File: src/rtl/scroll_display_driver.sv
// Four-digit multiplexed seven-segment driver showing a 4-character window of a
// 16-entry ROM; the window start is latched once per frame so scrolling never tears.
module scroll_display_driver #(
  parameter int          DWELL_CYCLES = 50000,
  parameter int          BLANK_CYCLES = 1000,
  parameter logic [63:0] MSG_INIT     = 64'h0123456789ABCDEF
) (
  input  logic       clk,
  input  logic       reset,
  input  logic [3:0] addr,
  output logic [3:0] an,
  output logic [6:0] seg,
  output logic       dp,
  output logic       frame_tick
);

  localparam int CW = (DWELL_CYCLES > 1) ? $clog2(DWELL_CYCLES) : 1;
  localparam logic [CW-1:0] CNT_LAST   = CW'(DWELL_CYCLES - 1);
  localparam logic [CW-1:0] BLANK_LAST = CW'(BLANK_CYCLES - 1);

  typedef enum logic {BLANK, DRIVE} state_t;

  state_t        state_q, state_d;
  logic [CW-1:0] cnt_q, cnt_d;
  logic [1:0]    digit_q, digit_d;
  logic [3:0]    frame_addr_q, frame_addr_d;
  logic [3:0]    an_q, an_d;
  logic [6:0]    seg_q, seg_d;
  logic          frame_tick_q, frame_tick_d;

  function automatic logic [3:0] mem_rd(input logic [3:0] idx);
    mem_rd = MSG_INIT[63 - 4*int'(idx) -: 4];
  endfunction

  function automatic logic [6:0] seg_decode(input logic [3:0] c);
    case (c)
      4'h0: seg_decode = 7'b1000000;
      4'h1: seg_decode = 7'b1111001;
      4'h2: seg_decode = 7'b0100100;
      4'h3: seg_decode = 7'b0110000;
      4'h4: seg_decode = 7'b0011001;
      4'h5: seg_decode = 7'b0010010;
      4'h6: seg_decode = 7'b0000010;
      4'h7: seg_decode = 7'b1111000;
      4'h8: seg_decode = 7'b0000000;
      4'h9: seg_decode = 7'b0010000;
      4'hA: seg_decode = 7'b0001000;
      4'hB: seg_decode = 7'b0000011;
      4'hC: seg_decode = 7'b1000110;
      4'hD: seg_decode = 7'b0100001;
      4'hE: seg_decode = 7'b0000110;
      default: seg_decode = 7'b0001110;
    endcase
  endfunction

  always_comb begin
    cnt_d        = cnt_q + CW'(1);
    digit_d      = digit_q;
    state_d      = state_q;
    frame_addr_d = frame_addr_q;
    frame_tick_d = 1'b0;
    if (cnt_q == CNT_LAST) begin
      cnt_d   = '0;
      digit_d = digit_q - 2'd1;
      state_d = BLANK;
      if (digit_q == 2'd0) begin
        frame_addr_d = addr;
        frame_tick_d = 1'b1;
      end
    end else if (state_q == BLANK && cnt_q == BLANK_LAST) begin
      state_d = DRIVE;
    end
    // Outputs follow the next state so the segment pattern is settled during blanking.
    an_d  = (state_d == DRIVE) ? ~(4'b0001 << digit_d) : 4'b1111;
    seg_d = seg_decode(mem_rd(frame_addr_d + {2'b00, ~digit_d}));
  end

  always_ff @(posedge clk) begin
    if (!reset) begin
      cnt_q        <= '0;
      digit_q      <= 2'd3;
      state_q      <= BLANK;
      frame_addr_q <= 4'h0;
      an_q         <= 4'b1111;
      seg_q        <= 7'b1111111;
      frame_tick_q <= 1'b0;
    end else begin
      cnt_q        <= cnt_d;
      digit_q      <= digit_d;
      state_q      <= state_d;
      frame_addr_q <= frame_addr_d;
      an_q         <= an_d;
      seg_q        <= seg_d;
      frame_tick_q <= frame_tick_d;
    end
  end

  assign an         = an_q;
  assign seg        = seg_q;
  assign dp         = 1'b1;
  assign frame_tick = frame_tick_q;

endmodule

File: config.mk
export PLATFORM = sky130hd
export DESIGN_NAME = scroll_display_driver
export DESIGN_NICKNAME = d
export VERILOG_FILES = /design/src/rtl/scroll_display_driver.sv
export SDC_FILE = /design/constraint.sdc
export NUM_CORES = 1
export LEC_CHECK = 0
export ABC_AREA = 1
export BUFFER_PORTS_ARGS = -buffer_cell sky130_fd_sc_hd__buf_2
export CORE_MARGIN = 1.5
export CORE_UTILIZATION = 40
export DETAILED_ROUTE_END_ITERATION = 6
export PLACE_DENSITY = 0.56
export RECOVER_POWER = 100
export SYNTH_ARGS = -nofsm -noshare
export SYNTH_HDL_FRONTEND = slang
export SYNTH_SLANG_ARGS = --single-unit
File: constraint.sdc
create_clock -name clk -period 4.2 [get_ports clk]
set_input_delay 0.84 -clock clk [delete_from_list [all_inputs] [get_ports clk]]
set_output_delay 0.84 -clock clk [all_outputs]
set_load 0.05 [all_outputs]
==> results by group <==
Clock tree
  – Hold-fix buffers, CTS: 0
  – Htree depth: 2
  – CTS tree: built
  – Total clock buffers created by CTS: 5
  – Setup Buffers After CTS: 0
  – Clk sinks: 35
  – Post_cts resized: 0
  – Clock slew at reported path FFs: about 80 ps
  – Clock Latency Late Sink: 300 ps
  – CTS Root Cell: clkbuf_8
  – CTS Buffer Depth: 2

Yosys
  – Post-synthesis cell type count: 31
  – Number of cells produced by synthesis: 267
  – Mean Syn Cell Area: 7.04 sq um
  – Yosys warns: 0
  – Synthesized area: about 1900 sq um
  – Syn Nets: 283
  – Post-synthesis sequential area ratio: between 30% and 40%
  – Flops & latches, synth: 35

Global routing
  – Initial antenna violation count: 0
  – First-pass GRT wire length: 6490 microns
  – Pin count of the biggest net entering global routing: 15
  – Gr usage total: between 10% and 20%
  – Vias in the first global route: 1495
  – Gr ovfl total: 0

Drt
  – Met1 WL: 1820 microns
  – Max Used Layer: met4
  – Wirelength, routed: 3680 microns
  – DR pass1 iterations: 4
  – Post-DR vias/cell: about 4.7
  – Remaining antenna violation count: 0
  – Routed WL per cell: 10.8 microns
  – Metal3 WL: 104 microns
  – Initial DRC count: 65
  – Met2 routed wirelength: 1690 microns
  – # DRC: 0
  – Vias: 1609

Final layout
  – Nets@finish: 304
  – Antenna cells: 0
  – Multi-input logic area: 996 sq um
  – Layout cells sized above 1: 14.2%
  – P&R area growth vs syn: 9.65%
  – Final Instance Area: approximately 2000 sq um
  – # fillers: 501
  – Commonest non-fill, non-tap cell in the layout: nand2_1
  – Most frequent cells in the layout: nand2_1, dfxtp_1, inv_1
  – Register area: 701 sq um

Critical path
  – R2R Path Start: cnt_q[0]
  – Worst setup path start: cnt_q[0]
  – Number of gates on the worst path with buffers counted: 15
  – CP max stage delay: 360 ps
  – Slowest cell on the critical path: dfxtp_1
  – Top cell family by delay on the critical path: adder cells
  – CP Launch Type: flop
  – CP Data Arrival Time: 3100 ps
  – CP Capture Type: flop
  – Reg2reg path depth: 15
  – Worst Path Max Fanout: 7
  – CP Class: flop to flop
  – Cell repeated most along the worst path: ha_1
  – Critical-path cell list: ha_1 -> nand3_1 -> nor2_1 -> nand2_1 -> nor2_1 -> o21ai_0 -> ha_1 -> ha_1 -> inv_1 -> ha_1 -> inv_1 -> nand3_1 -> nand2_1 -> nand2_1 -> nand3_1
  – Sum of buffers and inverters on the critical path: 2
  – CP endpoint: seg[3]
  – Critical Path RT: about 4400 ps
  – Reg2Reg Capture Point: seg[3]
  – Reg2Reg Setup Slack: 1270 ps

Pwr
  – Psw: 0.000158 W
  – Sw Share: 25.6%
  – Reg power frac: approximately 55%
  – PwrDens: about 300 nW/um^2
  – Internal: 0.000459 W
  – Leak: 0.922 nW
  – Clk network pwr share: 40.3%
  – Worst vdd rail ir drop: 0.186 mV
  – Gate power share: 4.7%

Die
  – I/O pin count: 19
  – Die W: between 70 and 80 microns
  – Overall die height: 71.5 microns
  – CORE AREA: ~4400 sq um
  – Starting Density: 42.3%
  – Row cnt: 24
  – Area of the die: 5120 sq um

Placed design
  – Detail Placement HPWL: 2820 microns
  – Number of port buffers: 17
  – Placed Instance Area: 2010 sq um
  – Pre-CTS setup slack: 1510 ps
  – Final Wtd Congestion: 0.828

Timing
  – Clock Skews: 9.27 ps
  – Final worst path period share: 69.7%
  – Max Transition Viols Final: 0
  – Final hold slack: between 400 and 500 ps
  – Slew @ Worst Pin: about 600 ps
  – Fmax: 0.341 GHz
  – RSZ-0062 raised after global routing: false
  – Final WS setup: 1270 ps
  – Post-route minimum period: ~2900 ps
  – Relative slew slack: between 50% and 60%
  – Final TNS setup: 0 ps
  – Final setup viols: 0
  – Final hold violations: 0

Worst hold path
  – HP Class: flop to flop

Run status
  – Status: completed

Job
  – Max Cap Viol: 0
-- stage by stage --
step | util, % | power (W) | std cells
6_report | 46.4 | 0.000617 | 341
3_5_place_dp | 45.3 | 0.000378 | 333
5_1_grt | 46.4 | 0.000649 | 341
2_1_floorplan | - | 0.000370 | 267
3_3_place_gp | 45.3 | 0.000377 | 333
4_1_cts | 47.3 | 0.000632 | 341
-- cells in the mapped netlist --
cell | instances | area (sq um)
a21oi_1 | 11 | 55.1
a31oi_1 | 2 | 12.5
buf_4 | 1 | 7.51
clkbuf_1 | 2 | 7.51
clkinv_1 | 2 | 7.51
clkinv_2 | 1 | 5.00
conb_1 | 1 | 3.75
dfxtp_1 | 35 | 701
ha_1 | 10 | 125
inv_1 | 32 | 120
inv_2 | 2 | 7.51
nand2_1 | 68 | 255
nand2_2 | 13 | 81.3
nand2_4 | 3 | 33.8
nand3_1 | 26 | 130
nand3_2 | 4 | 40.0
nand3b_1 | 1 | 7.51
nor2_1 | 24 | 90.1
nor2_2 | 6 | 37.5
nor2_4 | 2 | 22.5
nor3_1 | 6 | 30.0
nor3_2 | 1 | 10.0
nor3b_1 | 1 | 7.51
nor4_1 | 1 | 6.26
o21a_1 | 2 | 15.0
o21ai_0 | 5 | 25.0
o21ai_1 | 1 | 5.00
o21ai_2 | 1 | 8.76
or2_2 | 1 | 6.26
or3_1 | 1 | 6.26
xor2_1 | 1 | 8.76
-- power by group through the flow --
| stage | sequential (W) | combinational, W | clock (W) |
|---|---|---|---|
| after floorplan | 0.000358 | 0.0000121 | 0 |
| after global placement | 0.000347 | 0.0000299 | 0 |
| after detailed placement | 0.000347 | 0.0000302 | 0 |
| after CTS | 0.000340 | 0.0000302 | 0.000262 |
| after global routing | 0.000340 | 0.0000319 | 0.000277 |
| final | 0.000339 | 0.0000288 | 0.000249 |
-- logic make-up (layout without fill, tap and decap cells) --
family	after synthesis	count (layout)	synth area share [%]
and+or+nand+nor	158	158	40.7
buffers and inverters	40	62	8.26
DFF	35	35	37.3
AOI/OAI and AO/OA	22	22	6.46
adders and majority gates	10	10	6.66
other	1	1	0.200
xor gates and xnor gates	1	1	0.466
-- registers in the layout, summed over array words and instances (netlist names), named ones only --
| name | cells |
|---|---|
| cnt_q | 16 |
| seg | 7 |
| an | 4 |
| frame_addr_q | 3 |
| digit_q | 2 |
| frame_tick | 1 |
| state_q | 1 |
-- layout make-up --
type / instances / share of cell area (%)
Tap cell: 52 / 3.16
Inverter: 37 / 6.80
Sequential cell: 35 / 34.0
Clock buffer: 5 / 3.34
Timing Repair Buffer: 17 / 3.40
Clock inverter: 3 / 0.971
Multi-Input combinational cell: 192 / 48.3
-- tightest hold or removal path: stages (launching register included) --
cell and delay, ps:
dfxtp_1 320, inv_1 50, a21oi_1 50
-- per-layer routing --
layer	vias to the layer above	track usage [%]
met5	-	0
met4	0	6.92
met3	7	3.80
met2	14	27.3
met1	710	20.3
li1	878	-
-- how the worst min path moves through the flow --
stage               cells after the start  slack [ps]  endpoint       start
floorplan                               1         420  cnt_q[0]    cnt_q[0]
global placement                        2         430  cnt_q[9]    cnt_q[9]
detailed placement                      2         440  cnt_q[9]    cnt_q[9]
CTS                                     1         450     an[1]  digit_q[0]
global route                            2         470  cnt_q[9]    cnt_q[9]
finish                                  2         450  cnt_q[9]    cnt_q[9]
Power figures use the tool's default switching activity.
